==> config.mk <==
export PLATFORM = sky130hd
export DESIGN_NAME = fetch_unit
export DESIGN_NICKNAME = d
export VERILOG_FILES = /design/src/rtl/fetch_unit_pkg.sv /design/src/rtl/fetch_unit_pc_next.sv /design/src/rtl/fetch_unit.sv
export SDC_FILE = /design/constraint.sdc
export NUM_CORES = 1
export LEC_CHECK = 0
export CORE_ASPECT_RATIO = 1.2
export CORE_MARGIN = 2
export CORE_UTILIZATION = 48
export CTS_CLUSTER_SIZE = 10
export DETAILED_ROUTE_END_ITERATION = 8
export PLACE_DENSITY_LB_ADDON = 0.15
export SLEW_MARGIN = 15
export SYNTH_ARGS = -nofsm -noshare
export SYNTH_HDL_FRONTEND = slang
export SYNTH_SLANG_ARGS = --single-unit
==> constraint.sdc <==
create_clock -name clk -period 5.8 [get_ports clk]
set_clock_uncertainty 0.1 [all_clocks]
set_input_delay 1.45 -clock clk [delete_from_list [all_inputs] [get_ports clk]]
set_output_delay 1.45 -clock clk [all_outputs]
set_load 0.1 [all_outputs]
==> src/rtl/fetch_unit_pkg.sv <==
// Shared types and constants for the instruction fetch unit.
// The FETCH_ALIGN_CHECK_EN macro (see fetch_unit.sv) enables misaligned-target trapping.
package fetch_unit_pkg;

    localparam int unsigned INSTR_BYTES      = 4;
    localparam logic [31:0] DEFAULT_RESET_PC = 32'h0000_0000;

    typedef enum logic [2:0] {
        ST_IDLE,
        ST_REQ,
        ST_WAIT,
        ST_HOLD,
        ST_HALT
    } fetch_state_t;

    typedef enum logic [1:0] {
        PC_HOLD,
        PC_INC,
        PC_BR
    } pc_sel_t;

endpackage

==> src/rtl/fetch_unit_pc_next.sv <==
// Next-PC selector for the fetch unit: sequential increment, redirect target, or hold.
// The increment wraps modulo 2^32 by construction of the 32-bit adder.
module pc_next
    import fetch_unit_pkg::*;
(
    input  logic [31:0] pc,
    input  logic [31:0] target,
    input  pc_sel_t     sel,
    output logic [31:0] next_pc
);

    always_comb begin
        case (sel)
            PC_INC:  next_pc = pc + 32'(INSTR_BYTES);
            PC_BR:   next_pc = target;
            default: next_pc = pc;
        endcase
    end

endmodule

==> src/rtl/fetch_unit.sv <==
// Single-outstanding instruction fetch FSM with redirect/kill handling and a decode holding slot.
// Define FETCH_ALIGN_CHECK_EN to trap misaligned redirect targets into HALT with a FetchMisalign pulse.
module fetch_unit
    import fetch_unit_pkg::*;
#(
    parameter logic [31:0] RESET_PC = DEFAULT_RESET_PC
) (
    input  logic        clk,
    input  logic        rst_n,
    input  logic        NextPCSrc,
    input  logic [31:0] BrTarget,
    output logic        ImemReq,
    output logic [31:0] ImemAddr,
    input  logic        ImemReady,
    input  logic        ImemRvalid,
    input  logic [31:0] ImemRdata,
    output logic        InstValid,
    input  logic        InstReady,
    output logic [31:0] Inst,
    output logic [31:0] InstPC,
    output logic        FetchMisalign
);

    fetch_state_t state, state_nxt;
    pc_sel_t      pc_sel;
    logic [31:0]  pc, pc_nxt;
    logic [31:0]  target;
    logic [31:0]  inst_q, inst_pc_q;
    logic         kill, kill_nxt;
    logic         capture;
    logic         bad_target;

`ifdef FETCH_ALIGN_CHECK_EN
    logic misalign_q;

    assign target        = BrTarget;
    assign bad_target    = NextPCSrc && (BrTarget[1:0] != 2'b00);
    assign FetchMisalign = misalign_q;

    always_ff @(posedge clk) begin
        if (!rst_n) begin
            misalign_q <= 1'b0;
        end else begin
            misalign_q <= bad_target && (state != ST_HALT);
        end
    end
`else
    // Low address bits are forced to zero so every redirect stays word aligned.
    assign target        = BrTarget & ~32'h3;
    assign bad_target    = 1'b0;
    assign FetchMisalign = 1'b0;
`endif

    pc_next u_pc_next (
        .pc      (pc),
        .target  (target),
        .sel     (pc_sel),
        .next_pc (pc_nxt)
    );

    // NOTE: every output of this block gets a default first, so no path can infer a latch.
    always_comb begin
        state_nxt = state;
        kill_nxt  = kill;
        pc_sel    = PC_HOLD;
        capture   = 1'b0;

        if (bad_target && state != ST_HALT) begin
            state_nxt = ST_HALT;
            kill_nxt  = 1'b0;
        end else begin
            case (state)
                ST_IDLE: begin
                    state_nxt = ST_REQ;
                    if (NextPCSrc) pc_sel = PC_BR;
                end
                ST_REQ: begin
                    if (NextPCSrc) pc_sel = PC_BR;
                    if (ImemReady) begin
                        state_nxt = ST_WAIT;
                        kill_nxt  = NextPCSrc;
                    end
                end
                ST_WAIT: begin
                    if (NextPCSrc) pc_sel = PC_BR;
                    if (ImemRvalid) begin
                        kill_nxt = 1'b0;
                        if (!kill && !NextPCSrc) begin
                            capture   = 1'b1;
                            pc_sel    = PC_INC;
                            state_nxt = ST_HOLD;
                        end else begin
                            state_nxt = ST_REQ;
                        end
                    end else if (NextPCSrc) begin
                        kill_nxt = 1'b1;
                    end
                end
                ST_HOLD: begin
                    // A redirect wins over InstReady; either way the held word is gone.
                    if (NextPCSrc) begin
                        pc_sel    = PC_BR;
                        state_nxt = ST_REQ;
                    end else if (InstReady) begin
                        state_nxt = ST_REQ;
                    end
                end
                ST_HALT: state_nxt = ST_HALT;
                default: state_nxt = ST_IDLE;
            endcase
        end
    end

    // NOTE: state registers use non-blocking assignments so all flops update from pre-edge values.
    always_ff @(posedge clk) begin
        if (!rst_n) begin
            state     <= ST_IDLE;
            pc        <= RESET_PC;
            kill      <= 1'b0;
            // NOTE: the instruction slot is reset because decode must see a known word after reset.
            inst_q    <= '0;
            inst_pc_q <= '0;
        end else begin
            state <= state_nxt;
            pc    <= pc_nxt;
            kill  <= kill_nxt;
            if (capture) begin
                inst_q    <= ImemRdata;
                inst_pc_q <= pc;
            end
        end
    end

    assign ImemReq   = (state == ST_REQ);
    assign ImemAddr  = pc;
    assign InstValid = (state == ST_HOLD);
    assign Inst      = inst_q;
    assign InstPC    = inst_pc_q;

    req_hold_exclusive: assert property (@(posedge clk) disable iff (!rst_n)
        !(ImemReq && InstValid));
    kill_only_waiting: assert property (@(posedge clk) disable iff (!rst_n)
        kill |-> (state == ST_WAIT));

endmodule

== Word level (Yosys, flattened, before mapping) ==
Cells that the tools add are included.

* Add/sub/neg operators: 1
* Equality and inequality tests: 10
* Reductions and logical operators: 9
* Muxes and demuxes: 18

{| class="wikitable"
|+ Operators by type and width
! cell !! count
|-
| $pmux W32 S2 || 1
|-
| $add A32 B3 Y32 const B || 1
|-
| $pmux W3 S5 || 1
|-
| $mux W3 || 4
|-
| $mux W2 || 4
|-
| $eq A3 B2 Y1 const B || 2
|-
| $mux W1 || 6
|-
| $reduce_and A3 Y1 || 2
|-
| $pmux W2 S2 || 1
|-
| $reduce_bool A2 Y1 || 2
|-
| $eq A3 B1 Y1 const B || 1
|-
| $eq A3 B3 Y1 const B || 1
|-
| $logic_not A3 Y1 || 1
|-
| $ne A3 B2 Y1 const B || 1
|-
| $ne A3 B3 Y1 const B || 1
|-
| $reduce_or A3 Y1 || 1
|-
| $eq A2 B1 Y1 const B || 1
|-
| $eq A2 B2 Y1 const B || 1
|-
| $logic_not A1 Y1 || 2
|-
| $ne A2 B1 Y1 const B || 1
|-
| $ne A2 B2 Y1 const B || 1
|-
| $pmux W1 S2 || 1
|-
| $logic_and A1 B1 Y1 || 1
|}

* Word-level logic and storage cells: 43
* Register bits: 100
* Output and inout port bits: 99
* Bits of input ports: 70

== Logic depth before layout (Yosys ltp) ==
* Word-level depth: 7
* Mapped depth: 13

== By module ==
From an unflattened synthesis, not the netlist that was laid out.

* Cell total of the unflattened synthesis: 571
* Area total of the unflattened synthesis: 4838.4 µm²

{| class="wikitable"
|+ By module, submodules not included
! module !! cells an instance !! seq. area each (µm²) !! area an instance (µm²) !! instances
|-
| fetch_unit || 371 || 2001.9 || 3637.2 || 1
|-
| pc_next || 200 || 0.0 || 1201.2 || 1
|}

== Worst setup path after synthesis ==
Ideal clock, no wire load.

* Path type: reg-to-output
* Start point: register state[0]
* End point: output ImemReq
* Setup slack: 1605 ps
* Cell stages (with the launch flop): 2
* Path buffers: 0
* Arrival time: 2645 ps
* Cell sequence: dfxtp_1 nor3b_1

* Word-level cells in the longest chain between the ends: 1

{| class="wikitable"
|+ Ends and longest elaborated chain
! item !! line !! source
|-
| start, declared || fetch_unit.sv:24 || <nowiki>fetch_state_t state, state_nxt;</nowiki>
|-
| start signal, assigned || fetch_unit.sv:124 || <nowiki>state <= state_nxt;</nowiki>
|-
| $eq A3 B1 Y1 || fetch_unit.sv:134 || <nowiki>assign ImemReq = (state == ST_REQ);</nowiki>
|-
| end, declared || fetch_unit.sv:12 || <nowiki>output logic ImemReq,</nowiki>
|}

Every way passes these cells.

== Worst setup path in the final report ==
* Start point: input NextPCSrc
* End point: register pc[22] (netlist: ImemAddr[22])

* Word-level cells in the longest chain between the ends: 7
* Elaborated cells between the ends (all ways): 10
* Those cells by class: eq/ne (2); mux (5); reduce/logical (3)

{| class="wikitable"
|+ Ends and longest elaborated chain
! item !! line !! source
|-
| start, declared || fetch_unit.sv:10 || <nowiki>input logic NextPCSrc,</nowiki>
|-
| $logic_not A1 Y1 || fetch_unit.sv:88 || <nowiki>if (!kill && !NextPCSrc) begin</nowiki>
|-
| $logic_and A1 B1 Y1 || fetch_unit.sv:88 ||
|-
| $mux W2 || fetch_unit.sv:88 ||
|-
| $mux W2 || fetch_unit.sv:86 || <nowiki>if (ImemRvalid) begin</nowiki>
|-
| $pmux W2 S2 * || fetch_unit.sv:72 || <nowiki>case (state)</nowiki>
|-
| $eq A2 B2 Y1 or $eq A2 B1 Y1 (tied branches) || fetch_unit_pc_next.sv:13 || <nowiki>case (sel)</nowiki>
|-
| $pmux W32 S2 or $reduce_bool A2 Y1 (tied branches) || - ||
|-
| end signal, assigned || fetch_unit.sv:125 || <nowiki>pc <= pc_nxt;</nowiki>
|-
| end, declared || fetch_unit.sv:26 || <nowiki>logic [31:0] pc, pc_nxt;</nowiki>
|}

Mark *: on every way between the ends. The rest lies on a longest branch, timed or not.
A chain may end at the register's enable or synchronous reset.

==> impl_metrics.tcl <==
set metrics [dict create \
    status "complete, no violations" \
    core_area_sq_mm 0.009418 \
    dpl-instance-area_sq_mm 0.006213 \
    hold_end "InstPC[24]" \
    clk_path_buf_depth 2 \
    drive_above_1_share_pct 5.587 \
    leakagePower_nw 2.307 \
    rows 39 \
    wl_per_cell_microns 15.44 \
    synth_mux_area_share_pct 0.9014 \
    setup_viol 0 \
    dr.pass1.iters 5 \
    io_buffers 161 \
    grt_usage_pct 24.99 \
    cp-end-kind "flip-flop" \
    worst_slew_pin_slew_ns 1.034 \
    tritoncts "built" \
    cts_resized 0 \
    routabilityCongestion 0.8764 \
    design_area_sq_mm 0.006487 \
    grt_overflow 0 \
    syn_area_sq_mm 0.004581 \
    slew_violations 0 \
    yosys.area_share.simple_pct 27.37 \
    rsz0062_at_grt "false" \
    synth.distinct_cells 67 \
    setup_slack_ns 1.869 \
    synth_flop_cell "dfxtp_1" \
    crit_fanout 17 \
    final_nets 784 \
    io_pins 169 \
    synth_top_family_by_area "simple AND/OR/NAND/NOR gates" \
    critical_path_class "input port to flip-flop" \
    drt_wl_total_mm 12.95 \
    fillers 798 \
    reg2regPathDepth 10 \
    start_util_pct 48.64 \
    cts_setup_buffers 0 \
    numCtsBuffers 9 \
    dpl.hpwl_mm 8.801 \
    r2r_setup_slack_ns 2.88 \
    synth_compound_area_share_pct 23.96 \
    grt_pass1_wl_mm 20.86 \
    start_kind "input port" \
    numClockSinks 96 \
    dp.cells 824 \
    fin_crit_ns 3.931 \
    vias 4642 \
    stdcell_count 839 \
    hold_buffers 0 \
    crit_arrival_ns 4.12 \
    final.setup.tns_ns 0 \
    cts.clk_slew.worst_paths_ns 0.06 \
    dpl_worst_slack_ns 1.572 \
    synthArstFlopShare_pct 0 \
    dieArea_sq_mm 0.01034 \
    synth_edf_count 0 \
    r2r_end "ImemAddr[22]" \
    synth.avg_cell_area_sq_um 7.980 \
    power-per-cell-area_mw_per_mm2 250.9 \
    period_share_pct 67.77 \
    drc_errors 0 \
    timing.fmax_mhz 254.4 \
    syn_to_final_growth_pct 41.63 \
    hold_viol 0 \
    die_h_microns 111.0 \
    syn_inst 574 \
    insertion_delay_ns 0.35 \
    yosys.area_share.adder_pct 0.5463 \
    drt_iter0_markers 338 \
    htreeDepth 3 \
    ant_nets 0 \
    antenna_found_initial 0 \
    cts-root-buf "clkbuf_16" \
    dieWidth_microns 93.18 \
    diodes 0 \
    synth_xor_area_share_pct 0.1912 \
    ys_seq_area_share_pct 41.96 \
    min-delay-start "InstPC[24]" \
    r2r-start "state[1]" \
    holdCritPathClass "flip-flop to flip-flop" \
    yosys_warnings 0 \
    maxSlewHeadroom_pct 30.87 \
    hold_depth 2 \
    grt_max_degree 63 \
    grt_pass1_vias 4262 \
    via_per_inst 5.533 \
    ys_ff_latch 96 \
    crit_required_ns 5.99 \
    ir_worst_vdd_mv 0.1593 \
    drv_cap 0 \
]
[per-stage QoR]
stage / power (mW) / hold slack [ns] / util, %
CTS: 1.637 / 0.3544 / 68.89
global route: 1.689 / 0.3692 / 68.89
finish: 1.628 / 0.3498 / 68.89
floorplan: 0.9687 / 0.3638 / -
detailed placement: 1.078 / 0.3453 / 65.98
global placement: 1.073 / 0.3394 / 65.98
[synthesized netlist by cell type, drive strengths merged (3+ instances only)]
cell type | count | area [sq um]
nor2 | 26 | 102.6
o211ai | 6 | 45.04
nand2 | 163 | 614.3
dfxtp | 96 | 1922
and3 | 10 | 62.56
a22o | 6 | 52.55
a211oi | 3 | 27.52
nor3b | 3 | 22.52
a21oi | 16 | 80.08
inv | 11 | 41.29
o221a | 4 | 45.04
o21ai | 18 | 90.08
a31oi | 6 | 37.54
and2 | 4 | 25.02
nand3 | 19 | 100.1
nor4 | 7 | 80.07
or3 | 5 | 36.28
a21boi | 64 | 480.5
clkbuf | 35 | 131.4
mux2i | 3 | 30.03
nor3 | 11 | 82.58
nand4 | 7 | 50.05
buf | 9 | 56.30
a21o | 3 | 22.52
[how the worst max path moves through the flow]
stage	start	to	slack (ns)	cells after the start
2_1_floorplan	state[0]	ImemReq	1.60	1
3_3_place_gp	NextPCSrc	ImemAddr[31]	1.62	12
3_5_place_dp	NextPCSrc	ImemAddr[20]	1.57	12
4_1_cts	NextPCSrc	ImemAddr[22]	1.92	11
5_1_grt	NextPCSrc	ImemAddr[22]	1.68	11
6_report	NextPCSrc	ImemAddr[22]	1.87	11
[cells by family after synthesis]
| kind of cell | count (synthesis) |
|---|---|
| flip-flops | 96 |
| AO/OA/AOI/OAI | 150 |
| buffers and inverters | 55 |
| other | 1 |
| adder cells (fa/ha/maj) | 2 |
| XOR/XNOR | 1 |
| AND/OR/NAND/NOR | 265 |
| multiplexers | 4 |
[per-layer routing]
metal | wire, microns | global-route usage (%)
met1 | 5343 | 31.35
met5 | 0 | 0
met4 | 310 | 9.118
met3 | 1036 | 5.506
met2 | 6261 | 41.84
[worst max-delay path, cell delays in order]
cell             delay (ns)
clkdlybuf4s50_1        0.49
nor2_1                 0.12
nand2_1                0.09
nor3_4                 0.14
inv_2                  0.05
ha_1                   0.51
inv_1                  0.42
nand2_1                0.18
nor4_1                 0.38
nand4_1                0.17
nand3_1                0.10
[flip-flops by register name, indices dropped and copies added (netlist names)]
register / flops
state: 3
Inst: 32
kill: 1
ImemAddr: 30
InstPC: 30
[cell usage in the layout, fill, tap and decap left out, types with 3 or more instances in the layout]
master / synthesis / routed
and3_1: 10 / 10
a21o_1: 3 / 3
a21boi_1: 60 / 60
nor4_1: 4 / 4
buf_4: 5 / 6
a31oi_1: 6 / 6
o211ai_1: 6 / 6
a21boi_0: 4 / 4
a21oi_1: 16 / 16
clkdlybuf4s50_1: 0 / 160
dfxtp_1: 96 / 96
conb_1: 1 / 5
o21ai_0: 17 / 17
mux2i_1: 3 / 3
nor3_1: 8 / 8
inv_1: 10 / 10
and2_1: 4 / 4
clkbuf_16: 0 / 9
nand4_1: 6 / 6
nor3b_1: 3 / 3
nand3_1: 18 / 18
or3_1: 4 / 4
o221a_2: 4 / 4
nand2_1: 162 / 162
nor2_1: 24 / 24
a22o_1: 6 / 6
[final cells by class]
class                      count  area, sq um  area share (%)
clock buffer                  13        260.3           4.012
clock inverter                 2        13.76          0.2122
inverter                      11        41.29          0.6365
multi-input combinational    427         2445           37.69
sequential                    96         1922           29.62
tap                          123        153.9           2.372
timing repair buffer         167         1652           25.46
[where the power goes]
| part | switching [mW] | internal [mW] | leakage [nW] | total [mW] |
|---|---|---|---|---|
| clock | 0.249 | 0.313 | 0.136 | 0.562 |
| combinational | 0.239 | 0.114 | 1.39 | 0.352 |
| sequential | 0.0328 | 0.680 | 0.779 | 0.713 |
No activity file was read; power rests on OpenSTA's default activity.
